### config.mk
export PLATFORM = sky130hd
export DESIGN_NAME = config_chain_loader
export DESIGN_NICKNAME = d
export VERILOG_FILES = /design/src/rtl/config_chain_loader.sv
export SDC_FILE = /design/constraint.sdc
export NUM_CORES = 1
export LEC_CHECK = 0
export CAP_MARGIN = 15
export CORE_MARGIN = 2
export CORE_UTILIZATION = 35
export CTS_BUF_LIST = sky130_fd_sc_hd__clkbuf_2
export CTS_CLUSTER_SIZE = 14
export DETAILED_ROUTE_END_ITERATION = 7
export HOLD_SLACK_MARGIN = 0.12
export SLEW_MARGIN = 20
export SYNTH_ARGS = -nofsm -noshare
export SYNTH_HDL_FRONTEND = slang
export SYNTH_SLANG_ARGS = --single-unit
### constraint.sdc
create_clock -name Config_Clock -period 4.8 [get_ports Config_Clock]
set_input_delay 0.72 -clock Config_Clock [delete_from_list [all_inputs] [get_ports Config_Clock]]
set_output_delay 0.72 -clock Config_Clock [all_outputs]
set_load 0.005 [all_outputs]
### src/rtl/config_chain_loader.sv
// Config chain loader: takes host bitstream words and shifts them LSB-first
// into a serial configuration chain of CHAIN_LEN bits.
module config_chain_loader #(
    parameter int CHAIN_LEN = 64,
    parameter int WORD_W    = 32,
    localparam int BL_W     = $clog2(CHAIN_LEN + 1)
) (
    input  logic              Config_Clock,
    input  logic              Config_Reset,
    input  logic              start,
    input  logic              abort,
    input  logic [WORD_W-1:0] word_in,
    input  logic              word_valid,
    output logic              word_ready,
    output logic              cfg_bit,
    output logic              cfg_shift_en,
    output logic              busy,
    output logic              done,
    output logic [BL_W-1:0]   bits_left
);

    localparam int CNT_W = $clog2(WORD_W + 1);

    typedef enum logic [1:0] {
        IDLE,
        LOAD,
        SHIFT,
        DONE
    } state_t;

    state_t            state;
    state_t            next_state;
    logic [WORD_W-1:0] shift_reg;
    logic [CNT_W-1:0]  word_cnt;

    // State register; reset drops the block straight back to IDLE.
    always_ff @(posedge Config_Clock or posedge Config_Reset) begin
        if (Config_Reset) begin
            state <= IDLE;
        end else begin
            state <= next_state;
        end
    end

    // Next-state decode; abort overrides start and any word handshake.
    always_comb begin
        next_state = state;
        if (abort) begin
            next_state = IDLE;
        end else begin
            case (state)
                IDLE, DONE: begin
                    if (start) next_state = LOAD;
                end
                LOAD: begin
                    if (word_valid) next_state = SHIFT;
                end
                SHIFT: begin
                    if (bits_left == BL_W'(1)) begin
                        next_state = DONE;
                    end else if (word_cnt == CNT_W'(1)) begin
                        next_state = LOAD;
                    end
                end
                default: next_state = IDLE;
            endcase
        end
    end

    // Datapath: capture words, shift them out, and track remaining chain bits.
    // The per-word count is clipped to bits_left so surplus upper bits of the
    // final word are never shifted into the chain.
    always_ff @(posedge Config_Clock or posedge Config_Reset) begin
        if (Config_Reset) begin
            bits_left <= '0;
            shift_reg <= '0;
            word_cnt  <= '0;
        end else if (abort) begin
            bits_left <= '0;
            shift_reg <= '0;
            word_cnt  <= '0;
        end else begin
            case (state)
                IDLE, DONE: begin
                    if (start) bits_left <= BL_W'(CHAIN_LEN);
                end
                LOAD: begin
                    if (word_valid) begin
                        shift_reg <= word_in;
                        word_cnt  <= (int'(bits_left) > WORD_W) ? CNT_W'(WORD_W)
                                                                 : CNT_W'(bits_left);
                    end
                end
                SHIFT: begin
                    shift_reg <= shift_reg >> 1;
                    bits_left <= bits_left - BL_W'(1);
                    word_cnt  <= word_cnt - CNT_W'(1);
                end
                default: begin
                    bits_left <= '0;
                end
            endcase
        end
    end

    // Outputs come purely from state decode and registered data.
    assign word_ready   = (state == LOAD);
    assign cfg_shift_en = (state == SHIFT);
    assign cfg_bit      = (state == SHIFT) && shift_reg[0];
    assign busy         = (state == LOAD) || (state == SHIFT);
    assign done         = (state == DONE);

endmodule
# Word-level counts from Yosys, hierarchy flattened
# Index checks and enable logic that the tools add are counted.
word_totals:
  latch_bits: 0
  rom_bits: 0
  elab_cells: 40
  out_inout_bits: 12
  mem_count: 0
  ramBits: 0
  regBits: 47
op_classes:
  n_eq_ne: 8
  mul: 0
  n_bitwise: 0
  magnitude_cmp: 1
  shift: 0
  muxes: 16
  n_reduce_logical: 9
  div: 0
  add_sub_neg: 2
ops:
  columns: ["op", "count"]
  rows:
  - ["32-bit 2-to-1 mux", 2]
  - ["32-bit one-hot mux with 2 select lines", 1]
  - ["6-bit 2-to-1 mux", 3]
  - ["7-bit 2-to-1 mux", 2]
  - ["7-bit one-hot mux with 2 select lines", 1]
  - ["6-bit one-hot mux with 2 select lines", 1]
  - ["2-bit 2-to-1 mux", 5]
  - ["7-bit by 1-bit equality test with 1-bit output, second input constant", 1]
  - ["7-bit by 6-bit > comparator with 1-bit output, second input constant", 1]
  - ["7-bit by 1-bit subtractor with 7-bit output, second input constant", 1]
  - ["6-bit by 1-bit equality test with 1-bit output, second input constant", 1]
  - ["3-bit inequality test, second input constant", 2]
  - ["2-bit one-hot mux with 3 select lines", 1]
  - ["3-bit nonzero test", 2]
  - ["6-bit by 1-bit subtractor with 6-bit output, second input constant", 1]
  - ["2-bit equality test, second input constant", 2]
  - ["4-bit by 2-bit inequality test with 1-bit output, second input constant", 1]
  - ["2-bit AND reduction", 2]
  - ["3-bit AND reduction", 1]
  - ["2-bit by 1-bit equality test with 1-bit output, second input constant", 1]
  - ["2-bit logical NOT", 1]
  - ["2-bit OR reduction", 1]
  - ["1-bit logical AND", 1]
  - ["1-bit logical OR", 1]

# Longest topological paths before layout
# Gate-level depths: netlist (run 1).
depth:
  ltp_word: 5
  mapped_depth: 8
  ltp_nobuf: 6

# Worst setup path after synthesis (run 1)
# OpenSTA, ideal clock, no wires.
synth_timing:
  path_kind: "reg-to-output"
  startpoint: "register state[0]"
  endpoint: "output cfg_bit"
  setup_slack_ns: 2.684
  n_path_buf: 2
  stages_incl_launch_ff: 6
  arrival_time_ns: 1.396
  required_ns: 4.080
  path_cell_list: "dfrtp_1 -> inv_1 -> ha_1 -> buf_2 -> buf_1 -> and2_1"
synth_between:
  elab_chain_cells: 2
synth_lines:
  columns: ["element", "line_no", "source"]
  rows:
  - ["start: declaration", "31", "state_t state;"]
  - ["start signal: assignment", "41", "state <= next_state;"]
  - ["2-bit equality test", null, null]
  - ["via cfg_shift_en", "16", "output logic cfg_shift_en,"]
  - ["1-bit logical AND", "109", "assign cfg_bit = (state == SHIFT) && shift_reg[0];"]
  - ["end: declaration", "15", "output logic cfg_bit,"]
# The timed path passes the listed nets, and every way through them passes these cells.

# Worst setup path after layout (run 1)
layout_timing:
  startpoint: "register state[0]"
  endpoint: "output cfg_bit"
layout_between:
  elab_chain_cells: 2
layout_lines:
  columns: ["element", "line_no"]
  rows:
  - ["2-bit equality test", "109"]
  - ["1-bit logical AND", "109"]
# No other way between the ends.

==> flow_summary.toml, run 1 <==
[critical_path]
cp-end-kind = "primary output"
worstPathMaxFanout = 24
crit_chain = "inv_1, ha_2, and2_1, clkdlybuf4s50_1"
startpoint_type = "flop"
arrival_ps = 2350
crit_slowest_cell = "ha_2"
required_ps = 4080
critical_path_buf_inv_count = 2
max_stage_delay_ps = 610
critical_path_class = "reg2out"
cp_top_family = "adder cells"

[final_layout]
regArea_um2 = 1180
nets = 344
fin_cells = 399
syn_to_final_growth_pct = 22.8
largest_reg_flops = 32
fillers = 721
fin_area_um2 = 3140
multi_input_area_um2 = 1270
drive_gt1_share_pct = 6.00
n_antenna_cell = 0

[drt]
drt_iter0_markers = 168
antenna_left = 0
vias = 2041
drt_wl_total_mm = 5.68
wl_per_cell_um = 14.2
viasPerCell = 5.12
drc = 0
first_pass_iters = 4

[placement]
io_buffers = 48
gp_congestion = 0.820
dp.cells = 391
dp_hpwl_mm = 3.73
place_area_um2 = 3090
dp_slack_ps = 1890

[power_and_ir_drop]
leakagePower_nw = 1.23
p_per_area_nw_per_um2 = 390
ir_drop_v = 0.000175
finalPower_mw = 1.22

[timing]
fmax_mhz = 325
setup_tns_ps = 0
worstMarginPinSlew_ps = 872
fin_skew_ps = 21.1
hold_violations = 0
period_share_pct = 64.0
maxSlewViolCount = 0
rsz0062_at_grt = "no"
fin_ws_ps = 1730
timing.max_slew.rel_slack_pct = 41.8
min_period_ps = 3070
finalSetupViolCount = 0

[worst_hold_path]
worstHoldPathType = "reg2reg"

[synthesis]
yosys.area_share.simple_pct = 12.0
synth_warnings = 0
synthCells = 261
avgSynthCellArea_um2 = 9.78
synthAdderAreaFrac_pct = 3.92
synth_top_family_by_area = "compound AO/OA/AOI/OAI gates"
ys_seq_area_share_pct = 46.1
synth_fp_nets = 306
synth_xor_area_share_pct = 0
synth_cell_types = 33
synthMuxAreaShare_pct = 14.3
ys_seq_elements = 47
syn_area_um2 = 2550
synth-compound-area-share_pct = 19.4

[clocking]
clkTransAtPathRegs_ps = 240
hold_buffers = 0
postCtsSetupBuffers = 0
tritoncts = "built"
clkSinkCount = 47
clkLatencyLatePin_ps = 410
numCtsBuffers = 5
htree_levels = 2
cts-resized-gates = 0
cts_root_buf = "clkbuf_2"
cts.path.max_buffers = 2

[floorplan]
dieHeight_um = 89.4
die_w_um = 89.4
dieArea_um2 = 8000
rows = 31
start_util_pct = 35.6
io_pins = 49
core_region_area_um2 = 7180

[grt]
gr-total-overflow = 0
grt_util_met1_pct = 21.2
first_global_vias = 2017
track_usage_pct = 15.2
grt_pass1_wl_mm = 9.58
antenna_found_initial = 0
grt-busiest-layer = "met2"
use_met3_pct = 3.51
grt_max_degree = 71
use_met2_pct = 23.6

[run]
maxCapViolCount = 0

[outcome]
status = "finished, final reports clean"
[final cells by class]
class,instances,share of cell area (%)
multi-input combinational,185,40.5
tap,99,3.95
clock inverter,1,0.160
sequential,47,37.5
clock buffer,7,1.12
inverter,11,1.36
timing repair buffer,49,15.4
[worst paths after layout]
check | start | endpoint | slack [ps] | cells after the start
min in group asynchronous | Config_Reset | shift_reg[23] | 720 | 2
setup / recovery | state[0] | cfg_bit | 1730 | 4
setup reg to reg | state[0] | bits_left[5] | 2050 | 6
hold reg to reg | shift_reg[31] | shift_reg[31] | 540 | 2
hold / removal | shift_reg[31] | shift_reg[31] | 540 | 2
max in group asynchronous | Config_Reset | shift_reg[20] | 3580 | 2
[cells in the mapped netlist]
cell,number,area (µm²)
o31ai_1,2,15.0
nor2b_1,1,6.26
a21oi_1,10,50.1
buf_1,3,11.3
inv_1,11,41.3
a41oi_1,1,8.76
o21ai_0,13,65.1
or4b_1,1,10.0
mux2i_1,33,330
a211oi_2,1,12.5
a311oi_1,1,8.76
mux2_2,3,33.8
o21ba_2,1,10.0
buf_2,4,20.0
a31oi_1,3,18.8
and3b_1,1,8.76
clkbuf_1,11,41.3
and2_1,1,6.26
o22a_1,1,8.76
a221oi_1,2,17.5
nand3_1,3,15.0
nand2b_1,4,25.0
dfrtp_1,47,1180
nor3_1,6,30.0
a31o_2,1,8.76
or4_1,1,7.51
ha_1,8,100
a211oi_1,34,255
or3_1,1,6.26
nor2_1,43,161
nand2_1,6,22.5
a21o_1,2,15.0
and3_1,1,6.26
[through the flow]
stage               hold slack, ps  utilization, %
global route                   564            43.7
CTS                            551            43.6
detailed placement             523            43.1
global placement               511            43.1
finish                         545            43.7
floorplan                      497               -
[cell families (layout without fill, tap and decap cells)]
kind of cell / after synthesis / count (layout)
buffers and inverters: 29 / 68
adder cells (fa/ha/maj): 8 / 8
AO/OA/AOI/OAI: 72 / 72
flip-flops: 47 / 47
multiplexers: 36 / 36
AND/OR/NAND/NOR: 69 / 69
[tightest hold or removal path: cells and delay by family, from the launching register on]
| kind | cells | cell delay (ps) |
|---|---|---|
| flops | 1 | 430 |
| simple gates | 1 | 60 |
| compound gates | 1 | 50 |
[report_power, final]
part           switching [mW]  internal (mW)
clock network           0.126         0.0398
registers              0.0694          0.498
logic                   0.267          0.224
total                   0.463          0.761
[cells in the final DEF (no fill, tap or decap), types with 7 or more instances in the layout]
cell type and count:
a211oi_1 34, dfrtp_1 47, o21ai_0 13, a21oi_1 10, clkbuf_2 7, inv_1 10
mux2i_1 33, nor2_1 43, ha_1 7, clkdlybuf4s50_1 47
[layer usage]
| metal | wire length (µm) | vias up |
|---|---|---|
| li1 | - | 1024 |
| met1 | 2730 | 971 |
| met2 | 2690 | 40 |
| met3 | 196 | 6 |
| met4 | 54 | 0 |
| met5 | 0 | - |
No activity file was read; power rests on OpenSTA's default activity.
==> inputs of run 2 (changes only) <==
==> constraint.sdc (replaced) <==
create_clock -name Config_Clock -period 3.1 [get_ports Config_Clock]
set_input_delay 0.465 -clock Config_Clock [delete_from_list [all_inputs] [get_ports Config_Clock]]
set_output_delay 0.465 -clock Config_Clock [all_outputs]
set_load 0.005 [all_outputs]
==> flow_summary.toml, run 2 (synthesized netlist as in run 1, its figures left out) <==
[outcome]
status = "finished, final reports clean"

[clocking]
clkLatencyLatePin_ps = 430
clkSinkCount = 47
numCtsBuffers = 5
hold_buffers = 0
clkTransAtPathRegs_ps = 260
postCtsSetupBuffers = 0
cts-resized-gates = 0
tritoncts = "built"
htree_levels = 2
cts_root_buf = "clkbuf_2"
cts.path.max_buffers = 2

[placement]
dp_slack_ps = 898
place_area_um2 = 3110
dp_hpwl_mm = 3.87
io_buffers = 48
gp_congestion = 0.774

[grt]
gr-total-overflow = 0
antenna_found_initial = 0
track_usage_pct = 14.9
grt_pass1_wl_mm = 9.28
grt_max_degree = 48
first_global_vias = 1905

[final_layout]
layout_common_cells = "47 x dfrtp_1, 47 x clkdlybuf4s50_1, 43 x nor2_1"
drive_gt1_share_pct = 6.93
fin_area_um2 = 3200
nets = 347
largest_reg_flops = 32
syn_to_final_growth_pct = 25.5
n_antenna_cell = 0

[critical_path]
regToRegSetupSlack_ps = 850
reg2regPathDepth = 6
required_ps = 2630
arrival_ps = 2110
cp-end-kind = "primary output"
critical_path_class = "reg2out"
reg2reg_from = "state[0]"
worstPathMaxFanout = 15
startpoint_type = "flop"
r2r-end = "shift_reg[17]"

[timing]
fin_skew_ps = 30.0
min_period_ps = 2580
fin_ws_ps = 523
hold_violations = 0
fmax_mhz = 388
period_share_pct = 83.1
setup_tns_ps = 0
finalSetupViolCount = 0
rsz0062_at_grt = "no"
maxSlewViolCount = 0
timing.max_slew.rel_slack_pct = 42.3
worstMarginPinSlew_ps = 865

[power_and_ir_drop]
p_per_area_nw_per_um2 = 647
finalPower_mw = 2.07
leakagePower_nw = 1.26
ir_drop_v = 0.000248

[drt]
first_pass_iters = 4
viasPerCell = 5.12
drt_iter0_markers = 179
vias = 2060
drt_wl_total_mm = 5.64
antenna_left = 0
drc = 0
wl_per_cell_um = 14.0

[floorplan]
core_region_area_um2 = 7180
start_util_pct = 35.6
dieArea_um2 = 8000
io_pins = 49
die_w_um = 89.4
rows = 31
dieHeight_um = 89.4

[run]
maxCapViolCount = 0

[worst_hold_path]
worstHoldPathType = "in2async"
run 2: changes by cell type in the layout (fill, tap and decap cells not counted), sizes merged:
cell	before	now
bufinv	0	2
buf	2	5
clkinv	2	1
clkbuf	7	6
run 2: power by group:
part / leakage, nW / internal [mW] / switching (mW) / total [mW]
Clock: 0.0532 / 0.220 / 0.203 / 0.424
Combinational: 0.574 / 0.355 / 0.412 / 0.766
Sequential: 0.636 / 0.771 / 0.111 / 0.882
Total: 1.26 / 1.35 / 0.726 / 2.07
run 2: final cells by class:
class | count | area, µm²
repair buffers | 52 | 505
inverters | 11 | 42.5
clock inverters | 2 | 60.1
fillers | 693 | 3970
multi-input cells | 185 | 1270
clock buffers | 6 | 30.0
flip-flops and latches | 47 | 1180
well taps | 99 | 124
run 2: worst max-delay path by stage:
stage	startpoint	end	slack, ps	depth (start not counted)
after floorplan	state[0]	cfg_bit	1240	5
after global placement	word_valid	shift_reg[8]	970	5
after detailed placement	state[0]	shift_reg[26]	900	6
after CTS	state[0]	cfg_bit	480	4
after global routing	state[0]	cfg_bit	350	4
final	state[0]	cfg_bit	520	4
run 2: stage by stage:
stage	instances	utilization, %	hold slack, ps
floorplan	261	-	497
global placement	394	43.4	514
detailed placement	394	43.4	529
CTS	402	44.6	554
global route	402	44.7	458
finish	402	44.7	436
run 2: worst max-delay path, stage by stage, from the launching register on:
cell and delay (ps):
dfrtp_1 460, inv_1 80, ha_2 430, and2_1 190
clkdlybuf4s50_1 500
run 2: layer usage:
metal	GRT usage [%]	wire [µm]	vias up
li1	-	-	1022
met5	0	0	-
met3	3.69	239	2
met4	4.48	28	0
met2	22.1	2660	47
met1	21.5	2720	989
==> inputs of run 3 (changes only) <==
==> constraint.sdc (replaced) <==
create_clock -name Config_Clock -period 2.5 [get_ports Config_Clock]
set_input_delay 0.375 -clock Config_Clock [delete_from_list [all_inputs] [get_ports Config_Clock]]
set_output_delay 0.375 -clock Config_Clock [all_outputs]
set_load 0.005 [all_outputs]
==> flow_summary.toml, run 3 (synthesized netlist as in run 1, its figures left out) <==
[outcome]
status = "finished, final reports clean"

[run]
maxCapViolCount = 0

[final_layout]
largest_reg_flops = 32
fin_area_um2 = 3210
layout_common_cells = "47 x dfrtp_1, 47 x clkdlybuf4s50_1, 43 x nor2_1"
nets = 351
final_core_util_pct = 44.7
n_antenna_cell = 0
drive_gt1_share_pct = 7.82
syn_to_final_growth_pct = 25.6

[critical_path]
regToRegSetupSlack_ps = 420
worstPathMaxFanout = 15
startpoint_type = "flop"
reg2reg_from = "state[1]"
critical_path_buf_inv_count = 2
crit_chain = "inv_1, ha_4, and2_1, clkdlybuf4s50_1"
startpoint = "state[0]"
critical_path_class = "reg2out"
reg2regPathDepth = 6
crit_slowest_cell = "clkdlybuf4s50_1"
required_ps = 2120
max_stage_delay_ps = 490
arrival_ps = 1910
cp_top_family = "buffers and inverters"
r2r-end = "shift_reg[18]"
cp-end-kind = "primary output"

[worst_hold_path]
worstHoldPathType = "in2async"

[grt]
track_usage_pct = 14.9
antenna_found_initial = 0
gr-total-overflow = 0
grt_max_degree = 31
first_global_vias = 1959
grt_pass1_wl_mm = 9.25

[clocking]
htree_levels = 2
tritoncts = "built"
clkTransAtPathRegs_ps = 240
clkLatencyLatePin_ps = 420
numCtsBuffers = 5
cts.path.max_buffers = 2
postCtsSetupBuffers = 0
clkSinkCount = 47
cts_root_buf = "clkbuf_2"

[drt]
vias = 2073
first_pass_iters = 4
drt_iter0_markers = 73
antenna_left = 0
viasPerCell = 5.11
wl_per_cell_um = 13.8
drc = 0
drt_wl_total_mm = 5.62

[timing]
fmax_mhz = 437
worstMarginPinSlew_ps = 497
finalSetupViolCount = 0
min_period_ps = 2290
maxSlewViolCount = 0
setup_tns_ps = 0
rsz0062_at_grt = "no"
timing.max_slew.rel_slack_pct = 65.9
period_share_pct = 91.5
hold_violations = 0
fin_skew_ps = 15.2

[placement]
dp_hpwl_mm = 3.94
place_area_um2 = 3160
gp_congestion = 0.784
io_buffers = 48

[floorplan]
start_util_pct = 35.6
die_w_um = 89.4
dieArea_um2 = 8000
rows = 31
core_region_area_um2 = 7180
io_pins = 49
dieHeight_um = 89.4

[power_and_ir_drop]
leakagePower_nw = 1.26
ir_drop_v = 0.000375
p_per_area_nw_per_um2 = 748
[run 3: changes by cell type in the layout (fill, tap and decap cells not counted), sizes merged]
| cell | previous run | this run |
|---|---|---|
| buf | 5 | 9 |
| clkinv | 1 | 2 |
| inv | 10 | 11 |
| bufinv | 2 | 0 |
[run 3: worst max path at each step]
| stage | end | slack (ps) | depth (start not counted) |
|---|---|---|---|
| 2_1_floorplan | cfg_bit | 730 | 5 |
| 3_3_place_gp | shift_reg[18] | 510 | 5 |
| 3_5_place_dp | shift_reg[18] | 420 | 6 |
| 4_1_cts | cfg_bit | 80 | 4 |
| 5_1_grt | cfg_bit | 90 | 4 |
| 6_report | cfg_bit | 210 | 4 |
[run 3: final cells by class]
class	instances	area, µm²
clock buffer	6	30.0
clock inverter	2	12.5
fill	699	3970
inverter	11	41.3
multi-input combinational	185	1280
sequential	47	1180
tap	99	124
timing repair buffer	56	548
[run 3: routing by layer]
layer	global-route usage [%]	routed length, µm
met1	20.5	2700
met2	23.0	2600
met3	3.05	194
met4	5.83	120
met5	0	0
[run 3: where the power goes]
part	switching, mW	internal [mW]
logic	0.525	0.471
registers	0.131	0.955
clock network	0.246	0.0724
[run 3: metrics by stage]
step           hold slack, ps  instances  power, mW  setup WS (ps)
3_5_place_dp              515        398       2.09            421
6_report                  185        406       2.40            212
3_3_place_gp              514        398       2.06            509
2_1_floorplan             497        261       1.77            729
5_1_grt                   181        406       2.59           93.2
4_1_cts                   172        406       2.41           81.8
[run 3: repair_timing]
action,CTS,global route
hold buffers,0,0
gates resized for setup,0,1
setup endpoints to repair,0,1
